`config.mk`:
```
export PLATFORM = sky130hd
export DESIGN_NAME = uart_frame_decoder_flat
export DESIGN_NICKNAME = d
export VERILOG_FILES = /design/src/rtl/uart_frame_decoder_if.sv /design/src/rtl/uart_frame_decoder.sv /design/src/flat_wrapper.sv
export SDC_FILE = /design/constraint.sdc
export NUM_CORES = 1
export LEC_CHECK = 0
export CAP_MARGIN = 20
export CORE_MARGIN = 3
export CORE_UTILIZATION = 60
export CTS_CLUSTER_DIAMETER = 120
export DETAILED_ROUTE_END_ITERATION = 16
export PLACE_DENSITY_LB_ADDON = 0.12
export SYNTH_ARGS = -nofsm -noshare
export SYNTH_HDL_FRONTEND = slang
export SYNTH_SLANG_ARGS = --single-unit
```
`constraint.sdc`:
```
create_clock -name CLK -period 10.1 [get_ports CLK]
set_clock_uncertainty 0.2 [all_clocks]
set_input_delay 1.01 -clock CLK [delete_from_list [all_inputs] [get_ports CLK]]
set_output_delay 1.01 -clock CLK [all_outputs]
set_load 0.1 [all_outputs]
```
`src/rtl/uart_frame_decoder_if.sv`:
```
// Byte-in / frame-out signal bundle between the UART receiver side and the
// command-frame decoder. The decoder uses the slave modport.
interface uart_frame_decoder_if;
    logic [7:0]  rx_byte;
    logic        rx_ok;
    logic        frame_valid;
    logic [7:0]  cmd;
    logic [15:0] arg;
    logic        chk_err;
    logic        timeout_err;
    logic        busy;

    modport master (
        output rx_byte, rx_ok,
        input  frame_valid, cmd, arg, chk_err, timeout_err, busy
    );

    modport slave (
        input  rx_byte, rx_ok,
        output frame_valid, cmd, arg, chk_err, timeout_err, busy
    );
endinterface

```
`src/rtl/uart_frame_decoder.sv`:
```
// Assembles 5-byte command frames (HEADER, CMD, ARG_H, ARG_L, CHK) from UART bytes.
// Optional error counter port err_count is enabled with `define UART_FRAME_STATS_EN.
module uart_frame_decoder #(
    parameter logic [7:0] HEADER      = 8'hA5,
    parameter int         TIMEOUT_CYC = 50000,
    parameter int         SYNC_STAGES = 2
) (
    input  logic                 CLK,
    input  logic                 RST_N,
    uart_frame_decoder_if.slave  bus
`ifdef UART_FRAME_STATS_EN
    ,
    output logic [7:0]           err_count
`endif
);

    localparam int TW = $clog2(TIMEOUT_CYC + 1);
    localparam logic [TW-1:0] TMO_LAST = TW'(TIMEOUT_CYC - 1);

    typedef enum logic [2:0] {
        IDLE,
        S_CMD,
        S_ARGH,
        S_ARGL,
        S_CHK
    } state_e;

    state_e                 state_q, state_d;
    logic [SYNC_STAGES-1:0] sync_q, sync_d;
    logic                   stb_prev_q, stb_prev_d;
    logic [TW-1:0]          tmo_q, tmo_d;
    logic [7:0]             cmd_sh_q, cmd_sh_d;
    logic [7:0]             argh_sh_q, argh_sh_d;
    logic [7:0]             argl_sh_q, argl_sh_d;
    logic [7:0]             cmd_q, cmd_d;
    logic [15:0]            arg_q, arg_d;
    logic                   frame_valid_q, frame_valid_d;
    logic                   chk_err_q, chk_err_d;
    logic                   timeout_err_q, timeout_err_d;
    logic                   busy_q, busy_d;

    logic                   byte_stb;
    logic [7:0]             chk_sum;

    // rx_ok may be asynchronous to CLK; only its synchronized copy is used.
    assign sync_d     = {sync_q[SYNC_STAGES-2:0], bus.rx_ok};
    assign stb_prev_d = sync_q[SYNC_STAGES-1];
    assign byte_stb   = sync_q[SYNC_STAGES-1] & ~stb_prev_q;

    // 8-bit result truncates the sum, giving the wrap-around checksum.
    assign chk_sum = cmd_sh_q + argh_sh_q + argl_sh_q;

    // NOTE: every signal gets its default before the case below, so no path
    // leaves one unassigned and no latch is inferred.
    always_comb begin
        state_d       = state_q;
        tmo_d         = tmo_q;
        cmd_sh_d      = cmd_sh_q;
        argh_sh_d     = argh_sh_q;
        argl_sh_d     = argl_sh_q;
        cmd_d         = cmd_q;
        arg_d         = arg_q;
        frame_valid_d = 1'b0;
        chk_err_d     = 1'b0;
        timeout_err_d = 1'b0;

        if (byte_stb) begin
            // A byte arriving in the expiry cycle is processed; no timeout.
            tmo_d = '0;
            unique case (state_q)
                IDLE: begin
                    if (bus.rx_byte == HEADER) state_d = S_CMD;
                end
                S_CMD: begin
                    cmd_sh_d = bus.rx_byte;
                    state_d  = S_ARGH;
                end
                S_ARGH: begin
                    argh_sh_d = bus.rx_byte;
                    state_d   = S_ARGL;
                end
                S_ARGL: begin
                    argl_sh_d = bus.rx_byte;
                    state_d   = S_CHK;
                end
                S_CHK: begin
                    if (bus.rx_byte == chk_sum) begin
                        cmd_d         = cmd_sh_q;
                        arg_d         = {argh_sh_q, argl_sh_q};
                        frame_valid_d = 1'b1;
                    end else begin
                        chk_err_d = 1'b1;
                    end
                    state_d = IDLE;
                end
                default: state_d = IDLE;
            endcase
        end else if (state_q == IDLE) begin
            tmo_d = '0;
        end else if (tmo_q == TMO_LAST) begin
            state_d       = IDLE;
            timeout_err_d = 1'b1;
            tmo_d         = '0;
        end else begin
            tmo_d = tmo_q + 1'b1;
        end

        busy_d = (state_d != IDLE);
    end

    // NOTE: sequential state uses non-blocking assignments so every flop
    // samples the pre-edge value of its neighbours, independent of order.
    always_ff @(posedge CLK or negedge RST_N) begin
        if (!RST_N) begin
            state_q       <= IDLE;
            sync_q        <= '0;
            stb_prev_q    <= 1'b0;
            tmo_q         <= '0;
            cmd_sh_q      <= '0;
            argh_sh_q     <= '0;
            argl_sh_q     <= '0;
            cmd_q         <= '0;
            arg_q         <= '0;
            frame_valid_q <= 1'b0;
            chk_err_q     <= 1'b0;
            timeout_err_q <= 1'b0;
            busy_q        <= 1'b0;
        end else begin
            state_q       <= state_d;
            sync_q        <= sync_d;
            stb_prev_q    <= stb_prev_d;
            tmo_q         <= tmo_d;
            cmd_sh_q      <= cmd_sh_d;
            argh_sh_q     <= argh_sh_d;
            argl_sh_q     <= argl_sh_d;
            cmd_q         <= cmd_d;
            arg_q         <= arg_d;
            frame_valid_q <= frame_valid_d;
            chk_err_q     <= chk_err_d;
            timeout_err_q <= timeout_err_d;
            busy_q        <= busy_d;
        end
    end

    assign bus.frame_valid = frame_valid_q;
    assign bus.cmd         = cmd_q;
    assign bus.arg         = arg_q;
    assign bus.chk_err     = chk_err_q;
    assign bus.timeout_err = timeout_err_q;
    assign bus.busy        = busy_q;

`ifdef UART_FRAME_STATS_EN
    logic [7:0] err_count_q, err_count_d;

    // Counts dropped frames; holds at 8'hFF instead of wrapping.
    always_comb begin
        err_count_d = err_count_q;
        if ((chk_err_d || timeout_err_d) && (err_count_q != 8'hFF)) begin
            err_count_d = err_count_q + 8'd1;
        end
    end

    always_ff @(posedge CLK or negedge RST_N) begin
        if (!RST_N) err_count_q <= '0;
        else        err_count_q <= err_count_d;
    end

    assign err_count = err_count_q;
`endif

endmodule

```
`src/flat_wrapper.sv`:
```
// flat-port wrapper written by rule: the top's interface ports become plain ports
module uart_frame_decoder_flat 
#(
    parameter logic [7:0] HEADER      = 8'hA5,
    parameter int         TIMEOUT_CYC = 50000,
    parameter int         SYNC_STAGES = 2
)
  (CLK, RST_N, bus_rx_byte, bus_rx_ok, bus_frame_valid, bus_cmd, bus_arg, bus_chk_err, bus_timeout_err, bus_busy);
  uart_frame_decoder_if bus_i ();
  input  logic CLK;
  input  logic RST_N;
  input wire logic [$bits(bus_i.rx_byte)-1:0] bus_rx_byte;
  input wire logic [$bits(bus_i.rx_ok)-1:0] bus_rx_ok;
  output wire logic [$bits(bus_i.frame_valid)-1:0] bus_frame_valid;
  output wire logic [$bits(bus_i.cmd)-1:0] bus_cmd;
  output wire logic [$bits(bus_i.arg)-1:0] bus_arg;
  output wire logic [$bits(bus_i.chk_err)-1:0] bus_chk_err;
  output wire logic [$bits(bus_i.timeout_err)-1:0] bus_timeout_err;
  output wire logic [$bits(bus_i.busy)-1:0] bus_busy;
  assign bus_i.rx_byte = bus_rx_byte;
  assign bus_i.rx_ok = bus_rx_ok;
  assign bus_frame_valid = bus_i.frame_valid;
  assign bus_cmd = bus_i.cmd;
  assign bus_arg = bus_i.arg;
  assign bus_chk_err = bus_i.chk_err;
  assign bus_timeout_err = bus_i.timeout_err;
  assign bus_busy = bus_i.busy;
  uart_frame_decoder #(.HEADER(HEADER), .TIMEOUT_CYC(TIMEOUT_CYC), .SYNC_STAGES(SYNC_STAGES)) u_core (.CLK(CLK), .RST_N(RST_N), .bus(bus_i));
endmodule
```
==> metrics, run 1 <==
outcome completed; switching power 289 µW; Synth top area share 54.8%; share of the synthesized netlist area taken by xor and xnor gates roughly 7.8%; crit share post-route roughly two fifths; Setup-failing EPs final 0; highest cell delay on the worst timing path roughly 0.89 ns; remaining number of nets flagged by the antenna check after routing 0; Avg WL per Cell ~16 µm; routing usage on met3 ~7.5%; clock latency on the worst-skew pair between 0.3 and 0.4 ns; share of power burned in the clock network 27.6%; RSZ-0062 raised after global routing no; total placed cells including tap cells between 300 and 400; most heavily used metal layer in global routing met2; global route total overflow 0; Synth Net Count between 200 and 300; category of cells accounting for the largest share of critical-path delay adder cells; leading cell types by total area after synthesis dfrtp_1 (55%), mux2_2 (15%), fa_1 (4.7%), xor2_1 (4.1%), xnor2_1 (3.6%); I/O pin total 39; number of detailed-routing iterations run before antenna repair 4; met1 Resource Use GR between 20% and 30%; count of routing violations after the opening detailed-route iteration between 150 and 200; CTS tree done; Clock Tree Buf Depth 2; power density relative to cell area ~210 mW/mm²; post-synthesis share of cell area spent on full adders, half adders and majority gates roughly 7.3%; sequential element share of the synthesized area 54.8%; synthesized netlist cell count about 260; count of vias placed by the detailed router 2064; Final Hold Viols 0; Critical Path Fanout Max 15; final-stage net count 331; max-cap violation count 0; Post-CTS Setup Inserts 0; initial antenna violation count 0; Critical Path Start Type flip-flop; non-filler instance count after layout 380; number of warning messages in the yosys log 0; cell type of the slowest stage on the worst timing path nor4_4; total wire length around 6.0 mm; Switching Share around 34%; antenna diode count 0; Placed Area around 0.0038 mm²; quantity of I/O buffers inserted on ports 38; Synth Cell Area between 0.003 and 0.004 mm²; Final Slew Violations 0; Num CTS Buffers 9; total buffers and inverters traversed by the critical path 1; Combinational Power Share around a third; most frequent standard cell in the layout excluding fill and tap cells dfrtp_1; core area between 0.005 and 0.006 mm²; mean number of vias per cell ~5.4; area occupied by multi-input gates approximately 0.0015 mm²; worst hold margin around 0.19 ns; GRT Util Overall 21.1%; Die Area 0.00657 mm²; Avg Inst Size Synth approximately 13 µm²; transition at the pin with the smallest max-transition slack just under 1 ns; simple-gate portion of the synthesized area approximately a tenth; maximum number of pins on one net before global-route repair 75; height of the die just over 80 µm; combinational family with the most area after synthesis multiplexers; post-synthesis register bit count between 70 and 80; share of final-layout standard cells stronger than drive strength 1 between 20% and 30%; worst-case vdd ir drop about 120 µV; signal arrival time at the worst endpoint ~4.2 ns; weighted congestion reported at the end of routability-driven placement 0.834; peak clock frequency supported by timing about 240 MHz; global-route met2 utilization between 30% and 40%; WP data required a little over 10 ns; total DRC errors in the routed layout 0; Slew Limit Headroom between 30% and 40%; number of instances resized during post-cts repair 0; floorplan row count 26; Area growth syn-to-layout 19.3%; critical path cell sequence fa_1 -> ha_1 -> fa_1 -> a21o_1 -> a21oi_1 -> o21ai_0 -> xnor2_1 -> nor4_4 -> buf_4 -> mux2_2; Die Wd around 81 µm; number of hold-repair buffers added at the cts stage 0; depth of the CTS H-tree 3; Crit Path Category flip-flop to flip-flop; complex-gate fraction of the synthesized area approximately 2.5%; dominant cell type by area after synthesis dfrtp_1; global-route wire length before repair between 10 and 15 mm; most used cells in the layout excluding fill and tap cells dfrtp_1 (74), mux2_2 (46), clkdlybuf4s50_1 (37); final standard cell area without fillers slightly above 0.004 mm²; HPWL after detailed placement just over 4 mm; internal power consumption ~570 µW; accumulated negative setup slack 0 ns; time the final worst path needs with I/O delays and setup around 4.2 ns; CP endpoint kind flip-flop; filler cell count in the final layout 371; Hold WC Path Type flip-flop to flip-flop; register share of total power around 41%; area of all sequential standard cells 0.00185 mm²; starting utilization of the core area 64.2%; proportion of synthesized area in mux cells about 16%; number of distinct standard cells referenced by the synthesized netlist 27; clock sink count between 70 and 80; vias in the first global route 2100; most common cell type on the critical path fa_1; static power due to leakage about 1.8 nW; Root Driver clkbuf_8; Reg clk slew, reported paths around 0.08 ns
registers in the layout, indices dropped and copies added, names as in the netlist:
name                    cells
u_core.bus.busy             1
u_core.bus.frame_valid      1
u_core.state_q              3
u_core.bus.chk_err          1
u_core.bus.cmd              8
u_core.argh_sh_q            8
u_core.bus.timeout_err      1
u_core.sync_q               2
u_core.tmo_q               16
u_core.cmd_sh_q             8
u_core.argl_sh_q            8
u_core.bus.arg             16
u_core.stb_prev_q           1
cell usage after synthesis:
cell and count:
dfrtp_1 74, mux2_2 46, nor2_1 27, xor2_1 16, nand2_1 14, xnor2_1 14, nand3_1 9, fa_1 8
ha_1 7, nor3_1 6, a21oi_1 4, and3_1 4, o21ai_0 4, clkbuf_1 3, nor2b_1 3, nor4_1 3
a21o_1 2, buf_6 2, mux2_1 2, nand2b_1 2, nor4bb_1 2, o21bai_1 2, a211oi_1 1, a31oi_1 1
and4_1 1, nand4_1 1, nor4_4 1
through the flow:
| stage | setup slack (ns) | total power, mW | utilization (%) |
|---|---|---|---|
| 2_1_floorplan | 6.66 | 0.575 | - |
| 3_3_place_gp | 5.90 | 0.623 | 72.6 |
| 4_1_cts | 5.88 | 0.871 | 76.5 |
| 3_5_place_dp | 5.87 | 0.630 | 72.6 |
| 5_1_grt | 5.68 | 0.922 | 76.5 |
| 6_report | 5.93 | 0.863 | 76.5 |
cell families (layout without fill, tap and decap cells):
logic type / Yosys count / count (layout)
XOR/XNOR: 30 / 30
AO/OA/AOI/OAI: 14 / 14
multiplexers: 48 / 48
flip-flops: 74 / 74
AND/OR/NAND/NOR: 73 / 73
adder cells (fa/ha/maj): 15 / 15
buffers and inverters: 5 / 56
layer usage:
| metal | routed length [µm] | vias to the layer above |
|---|---|---|
| met4 | 97 | 0 |
| met5 | 0 | - |
| li1 | - | 991 |
| met2 | 2830 | 53 |
| met1 | 2730 | 1010 |
| met3 | 302 | 10 |
layout make-up:
| cell class | count | area share, % |
|---|---|---|
| Clock inverter | 6 | 1.77 |
| Clock buffer | 10 | 3.41 |
| Timing Repair Buffer | 40 | 9.68 |
| Sequential cell | 74 | 45.9 |
| Tap cell | 70 | 2.17 |
| Multi-Input combinational cell | 180 | 37.1 |
final timing paths:
path	startpoint	endpoint	slack, ns	cells after the start
worst min register to register	u_core.sync_q[0]$_DFF_PN0_	u_core.sync_q[1]$_DFF_PN0_	0.19	0
max in group asynchronous	RST_N	u_core.argh_sh_q[3]$_DFFE_PN0P_	8.46	2
worst min-delay path	u_core.sync_q[0]$_DFF_PN0_	u_core.sync_q[1]$_DFF_PN0_	0.19	0
min in group asynchronous	RST_N	u_core.tmo_q[8]$_DFF_PN0_	0.66	2
worst max register to register	u_core.argl_sh_q[1]$_DFFE_PN0P_	u_core.bus.arg[13]$_DFFE_PN0P_	5.93	10
worst max-delay path	u_core.argl_sh_q[1]$_DFFE_PN0P_	u_core.bus.arg[13]$_DFFE_PN0P_	5.93	10
power by group through the flow:
stage | Clock, mW | Combinational, mW | Sequential [mW]
floorplan | 0 | 0.216 | 0.359
global placement | 0 | 0.265 | 0.358
detailed placement | 0 | 0.271 | 0.359
CTS | 0.244 | 0.273 | 0.354
global route | 0.257 | 0.306 | 0.359
finish | 0.238 | 0.271 | 0.353
Power figures use the tool's default switching activity.
==> inputs of run 2 (changes only) <==
--- a/config.mk
+++ b/config.mk
@@ -7,7 +7,7 @@
 export LEC_CHECK = 0
 export CAP_MARGIN = 20
 export CORE_MARGIN = 3
-export CORE_UTILIZATION = 60
+export CORE_UTILIZATION = 50
 export CTS_CLUSTER_DIAMETER = 120
 export DETAILED_ROUTE_END_ITERATION = 16
 export PLACE_DENSITY_LB_ADDON = 0.12
==> constraint.sdc (replaced) <==
create_clock -name CLK -period 3.76 [get_ports CLK]
set_clock_uncertainty 0.2 [all_clocks]
set_input_delay 0.376 -clock CLK [delete_from_list [all_inputs] [get_ports CLK]]
set_output_delay 0.376 -clock CLK [all_outputs]
set_load 0.1 [all_outputs]
==> run 2 against run 1 <==
  * First-iteration DRC count fell by 52%
  * Final cell count increased by 2.6%
  * Sequential power grew to 2.7 times the previous value
  * Critical path depth unchanged
  * Register-to-register slack worse by 5.7 ns
  * Routed wire length grew 2.1%
  * Clock power grew to 3.1 times the previous value
  * Utilization down 13 points
  * Largest power group unchanged
==> metrics, run 2 (same netlist as run 1, synthesis figures left out) <==
switching power about 770 µW; Critical Path Fanout Max 18; count of vias placed by the detailed router ~2.1k; Critical Path Start Type flip-flop; final-stage net count about 330; register share of total power a little under 40%; total wire length between 6 and 7 mm; internal power consumption around 1.7 mW; depth of the CTS H-tree 3; Slew Limit Headroom about a third; signal arrival time at the worst endpoint between 3 and 4 ns; maximum number of pins on one net before global-route repair 27; vias in the first global route ~2.1k; RSZ-0062 raised after global routing no; static power due to leakage 1.85 nW; time the final worst path needs with I/O delays and setup between 3 and 4 ns; Final Slew Violations 0; global route total overflow 0; crit share post-route slightly above 90%; share of power burned in the clock network a little under a third; filler cell count in the final layout 550; Avg WL per Cell approximately 16 µm; initial antenna violation count 0; CTS tree done; most frequent standard cell in the layout excluding fill and tap cells dfrtp_1; floorplan row count 29; Die Area ~0.008 mm²; total DRC errors in the routed layout 0; accumulated negative setup slack 0 ns; global-route wire length before repair roughly 10 mm; Num CTS Buffers 9; final standard cell area without fillers 0.00411 mm²; WP data required 3.78 ns; antenna diode count 0; Root Driver clkbuf_8; CP endpoint kind flip-flop; transition at the pin with the smallest max-transition slack ~0.98 ns; clock latency on the worst-skew pair roughly 0.34 ns; non-filler instance count after layout 390; Clock Tree Buf Depth 2; number of detailed-routing iterations run before antenna repair 4; Crit Path Category flip-flop to flip-flop; peak clock frequency supported by timing about 290 MHz; weighted congestion reported at the end of routability-driven placement between 0.7 and 0.8; remaining number of nets flagged by the antenna check after routing 0; Combinational Power Share between 30% and 40%; clock sink count 74; count of routing violations after the opening detailed-route iteration 75; worst setup slack before clock tree synthesis between 0.2 and 0.25 ns; outcome completed; Die Wd approximately 90 µm; Final Hold Viols 0; setup slack after layout roughly 0.25 ns; core area around 0.0065 mm²; share of final-layout standard cells stronger than drive strength 1 21.4%; Reg clk slew, reported paths approximately 0.08 ns; Area growth syn-to-layout 21.7%; height of the die between 80 and 90 µm; HPWL after detailed placement roughly 4.3 mm; Placed Area 0.00386 mm²; total placed cells including tap cells about 370; Hold WC Path Type flip-flop to flip-flop; Pwr Total between 2 and 2.5 mW; quantity of I/O buffers inserted on ports 38; mean number of vias per cell ~5.3; max-cap violation count 0; power density relative to cell area 588 mW/mm²; GRT Util Overall between 15 and 20%; worst-case vdd ir drop around 310 µV; starting utilization of the core area 52.3%; Setup-failing EPs final 0; most used cells in the layout excluding fill and tap cells dfrtp_1 (74), mux2_2 (46), clkdlybuf4s50_1 (37); Switching Share 31.6%; I/O pin total 39
[run 2: through the flow]
stage / utilization, % / hold WS [ns]
after floorplan: - / -0.120
after global placement: 59.8 / 0.132
after detailed placement: 59.8 / 0.135
after CTS: 63.7 / 0.151
after global routing: 63.7 / 0.161
final: 63.7 / 0.151
[run 2: worst max-delay path, cell delays in order (launching register included)]
cell and delay, ns:
dfrtp_1 0.41, fa_1 0.48, ha_1 0.24, fa_1 0.40, a21o_1 0.17, a21oi_1 0.19, o21ai_0 0.14, xnor2_1 0.21
nor4_4 0.38, buf_12 0.21, mux2_2 0.34
[run 2: what timing repair did]
item,CTS,global route
setup buffers,0,0
hold endpoints to repair,24,0
hold buffers,1,0
gates resized for setup,0,0
[run 2: cell type report]
| class | count | area, µm² | area share (%) |
|---|---|---|---|
| clock inverter | 6 | 115 | 2.80 |
| sequential | 74 | 1850 | 45.0 |
| clock buffer | 10 | 128 | 3.10 |
| multi-input combinational | 180 | 1500 | 36.3 |
| timing repair buffer | 43 | 428 | 10.4 |
| tap | 77 | 96.3 | 2.34 |
[run 2: power by group through the flow]
stage               combinational, mW  clock (mW)  sequential, mW
detailed placement              0.743           0           0.965
global route                    0.837       0.796           0.960
finish                          0.735       0.737           0.948
floorplan                       0.581           0           0.965
CTS                             0.749       0.762           0.950
global placement                0.731           0           0.961
[run 2: routing by layer]
layer	wire length [µm]	track usage [%]	share of wire, %	vias up
li1	-	-	-	995
met1	2990	25.1	49	1042
met2	2810	26.3	46	36
met3	220	4.38	3.6	5
met4	71	6.59	1.2	0
met5	0	0	0	-
[run 2: path summary, 6_finish.rpt]
path | slack, ns | cells after the start | start | to
hold / removal | 0.15 | 0 | u_core.sync_q[0]$_DFF_PN0_ | u_core.sync_q[1]$_DFF_PN0_
hold reg to reg | 0.15 | 0 | u_core.sync_q[0]$_DFF_PN0_ | u_core.sync_q[1]$_DFF_PN0_
max in group asynchronous | 2.23 | 3 | RST_N | u_core.argl_sh_q[3]$_DFFE_PN0P_
setup / recovery | 0.25 | 10 | u_core.argl_sh_q[1]$_DFFE_PN0P_ | u_core.bus.arg[2]$_DFFE_PN0P_
min in group asynchronous | 0.37 | 2 | RST_N | u_core.bus.arg[0]$_DFFE_PN0P_
setup reg to reg | 0.25 | 10 | u_core.argl_sh_q[1]$_DFFE_PN0P_ | u_core.bus.arg[2]$_DFFE_PN0P_
